[src/rtl/banco_registradores_param.sv]
`default_nettype none
// ============================================================================
// Module      : banco_registradores_param
// Description : Parametrised register file for the MIPS datapath. One write
//               port, two registered read ports with same-cycle write bypass,
//               optional hardwired-zero register 0, and a per-register busy
//               scoreboard for write-in-flight tracking.
// Revision    : 1.0 - initial release
// ----------------------------------------------------------------------------
// Parameters
//   DATA_W       register width in bits
//   ADDR_W       address width; depth = 2**ADDR_W
//   ZERO_REG     1: register 0 reads as 0, ignores writes and reservations
// Ports
//   clock        clock, all state updates on rising edge
//   reset        asynchronous active-high reset
//   EscReg       write enable
//   RegW         write address
//   Dado_Escrito write data
//   ReadA/ReadB  read addresses
//   LerEn        read capture enable (0 holds OutA/OutB/BusyA/BusyB)
//   Reserva      mark RegRes busy
//   RegRes       register to reserve
//   OutA/OutB    registered read data
//   BusyA/BusyB  registered busy flags for ReadA/ReadB
// ============================================================================
module banco_registradores_param #(
    parameter int DATA_W   = 32,
    parameter int ADDR_W   = 5,
    parameter int ZERO_REG = 1
) (
    input  logic              clock,
    input  logic              reset,
    input  logic              EscReg,
    input  logic [ADDR_W-1:0] RegW,
    input  logic [DATA_W-1:0] Dado_Escrito,
    input  logic [ADDR_W-1:0] ReadA,
    input  logic [ADDR_W-1:0] ReadB,
    input  logic              LerEn,
    input  logic              Reserva,
    input  logic [ADDR_W-1:0] RegRes,
    output logic [DATA_W-1:0] OutA,
    output logic [DATA_W-1:0] OutB,
    output logic              BusyA,
    output logic              BusyB
);

    localparam int   c_DEPTH = 1 << ADDR_W;
    localparam logic c_ZERO  = (ZERO_REG != 0);

    // Storage and scoreboard
    logic [DATA_W-1:0] r_regs [c_DEPTH];
    logic [c_DEPTH-1:0] r_busy;

    // Registered read outputs
    logic [DATA_W-1:0] r_out_a;
    logic [DATA_W-1:0] r_out_b;
    logic              r_busy_a;
    logic              r_busy_b;

    // Qualified write / reserve strobes (register 0 masked when hardwired)
    logic               w_wr_en;
    logic               w_res_en;
    logic [c_DEPTH-1:0] w_busy_next;
    logic [DATA_W-1:0]  w_rd_a;
    logic [DATA_W-1:0]  w_rd_b;

    assign w_wr_en  = EscReg  & ~(c_ZERO & (RegW   == '0));
    assign w_res_en = Reserva & ~(c_ZERO & (RegRes == '0));

    // Busy vector after this edge: clear by the write first, then the
    // reservation sets. When both hit the same register the set survives,
    // because the reservation belongs to a younger instruction.
    always_comb begin
        w_busy_next = r_busy;
        if (w_wr_en) begin
            w_busy_next[RegW] = 1'b0;
        end
        if (w_res_en) begin
            w_busy_next[RegRes] = 1'b1;
        end
    end

    // Read port A with write-first bypass. The zero override comes last so a
    // dropped write to r0 cannot leak through the bypass either.
    always_comb begin
        w_rd_a = r_regs[ReadA];
        if (w_wr_en && (RegW == ReadA)) begin
            w_rd_a = Dado_Escrito;
        end
        if (c_ZERO && (ReadA == '0)) begin
            w_rd_a = '0;
        end
    end

    // Read port B, resolved independently of port A
    always_comb begin
        w_rd_b = r_regs[ReadB];
        if (w_wr_en && (RegW == ReadB)) begin
            w_rd_b = Dado_Escrito;
        end
        if (c_ZERO && (ReadB == '0)) begin
            w_rd_b = '0;
        end
    end

    // Register array
    always_ff @(posedge clock or posedge reset) begin
        if (reset) begin
            for (int i = 0; i < c_DEPTH; i++) begin
                r_regs[i] <= '0;
            end
        end else if (w_wr_en) begin
            r_regs[RegW] <= Dado_Escrito;
        end
    end

    // Scoreboard
    always_ff @(posedge clock or posedge reset) begin
        if (reset) begin
            r_busy <= '0;
        end else begin
            r_busy <= w_busy_next;
        end
    end

    // Read capture; holds when LerEn is low
    always_ff @(posedge clock or posedge reset) begin
        if (reset) begin
            r_out_a  <= '0;
            r_out_b  <= '0;
            r_busy_a <= 1'b0;
            r_busy_b <= 1'b0;
        end else if (LerEn) begin
            r_out_a  <= w_rd_a;
            r_out_b  <= w_rd_b;
            r_busy_a <= w_busy_next[ReadA];
            r_busy_b <= w_busy_next[ReadB];
        end
    end

    assign OutA  = r_out_a;
    assign OutB  = r_out_b;
    assign BusyA = r_busy_a;
    assign BusyB = r_busy_b;

endmodule
`default_nettype wire

[config.mk]
export PLATFORM = sky130hd
export DESIGN_NAME = banco_registradores_param
export DESIGN_NICKNAME = d
export VERILOG_FILES = /design/src/rtl/banco_registradores_param.sv
export SDC_FILE = /design/constraint.sdc
export NUM_CORES = 2
export LEC_CHECK = 0
export ABC_AREA = 1
export CAP_MARGIN = 10
export CELL_PAD_IN_SITES_DETAIL_PLACEMENT = 0
export CELL_PAD_IN_SITES_GLOBAL_PLACEMENT = 1
export CORE_ASPECT_RATIO = 1.1
export CORE_UTILIZATION = 47
export DETAILED_ROUTE_END_ITERATION = 8
export PLACE_DENSITY = 0.85
export SKIP_LAST_GASP = 1
export SYNTH_ARGS = -nofsm -noshare
export SYNTH_HDL_FRONTEND = slang
export SYNTH_SLANG_ARGS = --single-unit
[constraint.sdc]
create_clock -name clock -period 44.1 [get_ports clock]
set_clock_uncertainty 0.05 [all_clocks]
set_input_delay 4.41 -clock clock [delete_from_list [all_inputs] [get_ports clock]]
set_output_delay 4.41 -clock clock [all_outputs]
set_load 0.005 [all_outputs]
**Word-level counts from Yosys, hierarchy flattened**

Cells that the tools add are included.

- Register bits: 1122
- Input bits: 57
- Output and inout bits: 66
- Logic and storage cells: 91

- Order comparisons: 10
- Equal/unequal tests: 2
- Mux-type cells: 23
- Bitwise logic cells: 10
- Reduce and logical (&&, ||, !) cells: 9

Operators by type and width:

| operator | number |
|---|---|
| 1024-bit bitwise mux | 1 |
| 32-bit 2-to-1 mux | 11 |
| 32-bit binary-select mux with 5-bit select | 2 |
| 32-bit demux with 5-bit select | 1 |
| 32-bit AND | 1 |
| 32-bit NOT | 1 |
| 32-bit bitwise OR | 1 |
| 5-bit by 6-bit less-than comparator with 1-bit output, second input constant | 4 |
| 5-bit logical NOT | 4 |
| 6-bit >= comparator, second input constant | 3 |
| 5-bit NOT with 6-bit output | 3 |
| 1-bit binary-select mux with 5-bit select | 2 |
| 1-bit demux with 5-bit select | 2 |
| 5-bit equality test | 2 |
| 5-bit by 1-bit >= comparator with 1-bit output, second input constant | 2 |
| 6-bit by 1-bit less-than comparator with 1-bit output, second input constant | 1 |
| 1-bit logical AND | 5 |
| 1-bit 2-to-1 mux | 4 |
| 1-bit AND | 2 |
| 1-bit NOT | 2 |

**Longest topological paths before layout**

- Word-level depth: 11
- Depth in mapped cells: 15
- Gate-level depth less buffers: 14

**Worst setup path before layout**

Ideal clock, no wire load.

- Path type: input -> register
- Start: input ReadB[1]
- End: register r_out_b[13], in the netlist OutB[13]
- Library setup time: 0.124 ns
- Arrival: 5.598 ns
- Required time: 43.926 ns
- Setup slack: 38.328 ns
- Cell stages on the path: 8
- Path buffers: 3
- Cell sequence: buf_4 > xor2_1 > nor4_2 > nand2_1 > buf_4 > buf_4 > o211ai_1 > nand2_1

- Word-level cells in the longest chain between the ends: 6

Ends and longest elaborated chain:

| what | line | source |
|---|---|---|
| from (decl) | 38 | `input logic [ADDR_W-1:0] ReadB,` |
| 5-bit NOT with 6-bit output (implied by the code) | 98 | `w_rd_b = r_regs[ReadB];` |
| 32-bit binary-select mux with 5-bit select | 98 |  |
| 32-bit 2-to-1 mux (implied by the code) (2 in series) | 98 |  |
| 32-bit 2-to-1 mux | 99 | `if (w_wr_en && (RegW == ReadB)) begin` |
| 32-bit 2-to-1 mux (*) | 102 | `if (c_ZERO && (ReadB == '0)) begin` |
| to (signal assigned) | 136 | `r_out_b <= w_rd_b;` |
| to (decl) | 57 | `logic [DATA_W-1:0] r_out_b;` |

Every way passes the cells marked *; elsewhere a longest branch is shown, timed or not. The select of a mux whose other input is x is not followed.
A chain may end at the register's enable or synchronous reset.

==> impl_metrics.tcl <==
set metrics [dict create \
    post_cts_buffers 0 \
    routedWlPerCell_um 26.5 \
    slew_headroom 0.163 \
    cp.required_ns 44.85 \
    routed_wl_um 248000 \
    track_usage 0.377 \
    ant_nets 0 \
    ys_types 33 \
    viasPerCell 6.30 \
    fmax_mhz 122 \
    grt_pass1_wl_um 361000 \
    grt_pass1_vias 53300 \
    fin_crit_sh 0.185 \
    drive_gt1_frac 0.0502 \
    synth_area_um2 60400 \
    ios 123 \
    fin_nets 7662 \
    yosysMostFrequentCell "nand2_1" \
    dr.pass1.iters 8 \
    min_period_ns 8.17 \
    finalPower_uw 2970 \
    start_kind "input pin" \
    max_cap_violations 0 \
    htreeDepth 3 \
    syn-mean-instance-area_um2 7.52 \
    power.density_nw_per_um2 45.4 \
    die_area_um2 130000 \
    hpwl_um 130000 \
    cts.reportedPaths.clkPinSlew_ns 0.06 \
    regArea_um2 28100 \
    setup_viol 0 \
    outcome "completed" \
    synth_top_area_cell "dfrtp_1" \
    core_um2 127000 \
    io_buffers 122 \
    drc 0 \
    worst_pin_slew_ns 1.25 \
    hold_viol 0 \
    synthCells 8032 \
    grt_max_degree 231 \
    yosysTopAreaCellShare 0.465 \
    worstPathArrival_ns 8.92 \
    syn-num-nets 8089 \
    drtIter0Drc 8949 \
    die_w_um 344 \
    timing.setup.tns_ns 0 \
    vdd_drop_max_uv 32.4 \
    syn2layout_area_growth_pct 8.25 \
    clockRootBuffer "clkbuf_16" \
    async_reset_ff_frac 1.00 \
    synth-edff-count 0 \
    num_rows 137 \
    die_h_um 378 \
    critPathMaxFanout 167 \
    clock_sinks 1122 \
    cts_buffers 118 \
    ys_top_cells_by_area "dfrtp_1 46%, o21ai_0 13%, nand2_1 12%" \
    ys_seq_area_frac 0.465 \
    cts_tree "yes" \
    synth_ff_type "dfrtp_1" \
    gp_congestion 0.877 \
    cp-end-kind "async pin" \
    ys_seq_elements 1122 \
    multiInputGateArea_um2 26900 \
    clk_path_buf_depth 3 \
    route.vias.total 59200 \
    cts_resized 0 \
    yosysWarnings 0 \
    critPathKind "input pin to async pin" \
    drv_slew 0 \
    initial_core_util 0.475 \
    gr-total-overflow 0 \
    fillers 12300 \
    p_leak_uw 0.0288 \
    clk_latency_ns 0.76 \
    hp-class "register to register" \
    antenna_found_initial 20 \
    synth_common_cells "1961 x nand2_1, 1545 x o21ai_0, 1122 x dfrtp_1, 713 x nand3_1, 525 x inv_1" \
    ctsHoldBuffers 0 \
    final_util 0.514 \
    rsz0062_at_grt "no" \
]
## worst max-delay path, stage by stage
cell             delay (ns)
clkdlybuf4s50_1        0.49
inv_8                  0.55
buf_12                 0.70
buf_4                  0.82
buf_4                  0.87
buf_4                  0.70
## per-layer routing
metal  up-vias  wire length, µm  track usage
met5         -              102            0
met2      3961           104000        0.549
met1     28200            97000        0.516
met3       723            34600        0.106
li1      26300                -            -
met4        16            12300        0.180
## sequential cells by signal (all words and copies together), names as in the netlist
signal  count
BusyA       1
BusyB       1
OutA       32
OutB       32
r_busy     32
r_regs   1024
## final timing paths
kind                              startpoint  cells after the start  slack [ns]           end
worst min register to register  r_regs[1000]                      0        0.33  r_regs[1000]
worst max register to register   r_regs[340]                     10       42.29      OutA[20]
worst max-delay path                   reset                      6       35.93   r_regs[740]
max in group clock                  ReadB[4]                      9       36.59      OutB[14]
min in group asynchronous              reset                      2        4.13   r_regs[858]
worst min-delay path            r_regs[1000]                      0        0.33  r_regs[1000]
## where the power goes
part / total (µW) / leakage, µW / internal [µW] / switching (µW)
registers: 1350 / 0.0142 / 1220 / 126
logic: 554 / 0.0125 / 189 / 365
clock network: 1070 / 0.00203 / 618 / 448
total: 2970 / 0.0288 / 2030 / 939
## layout by cell type (no fill, tap or decap), types with 8 or more instances in the layout
cell type	instances
o21ai_1	81
o22ai_1	12
clkbuf_8	26
nor2_1	283
inv_1	522
bufinv_16	12
o2111ai_1	165
a21oi_1	481
nand2_4	25
nand4_1	30
buf_4	98
o211ai_1	277
nor2_4	10
clkbuf_1	20
clkdlybuf4s50_1	112
nand3_1	713
dfrtp_1	1122
inv_2	8
o21ai_0	1545
nand2_1	1934
clkbuf_16	122
nand2_2	9
diode_2	10
clkinv_2	36
a31oi_1	12
## cell families (layout without fill, tap and decap cells)
family | count (synthesis) | count (layout) | share of synthesized area
simple gates | 3011 | 3011 | 0.205
compound gates | 2574 | 2574 | 0.236
buf+inv | 1316 | 991 | 0.0934
flops | 1122 | 1122 | 0.465
xor+xnor | 9 | 9 | 0.00130
other cells | 0 | 10 | 0
## cell type report
type	instances	share of cell area
diodes	10	0.000383
clock buffers	168	0.0533
clock inverters	54	0.00951
inverters	544	0.0319
multi-input cells	5594	0.412
flip-flops and latches	1122	0.429
well taps	1668	0.0319
repair buffers	225	0.0320
## through the flow
| step | cell area (µm²) | setup slack [ns] | hold WS, ns | std cells |
|---|---|---|---|---|
| after floorplan | 60400 | 8.04 | 0.379 | 8032 |
| after global placement | 61300 | 35.05 | 0.315 | 9153 |
| after CTS | 65400 | 35.81 | 0.328 | 9375 |
| after detailed placement | 61300 | 35.00 | 0.316 | 9153 |
| after global routing | 65400 | 35.36 | 0.331 | 9377 |
| final | 65400 | 35.93 | 0.327 | 9385 |
No activity file was read; power rests on OpenSTA's default activity.
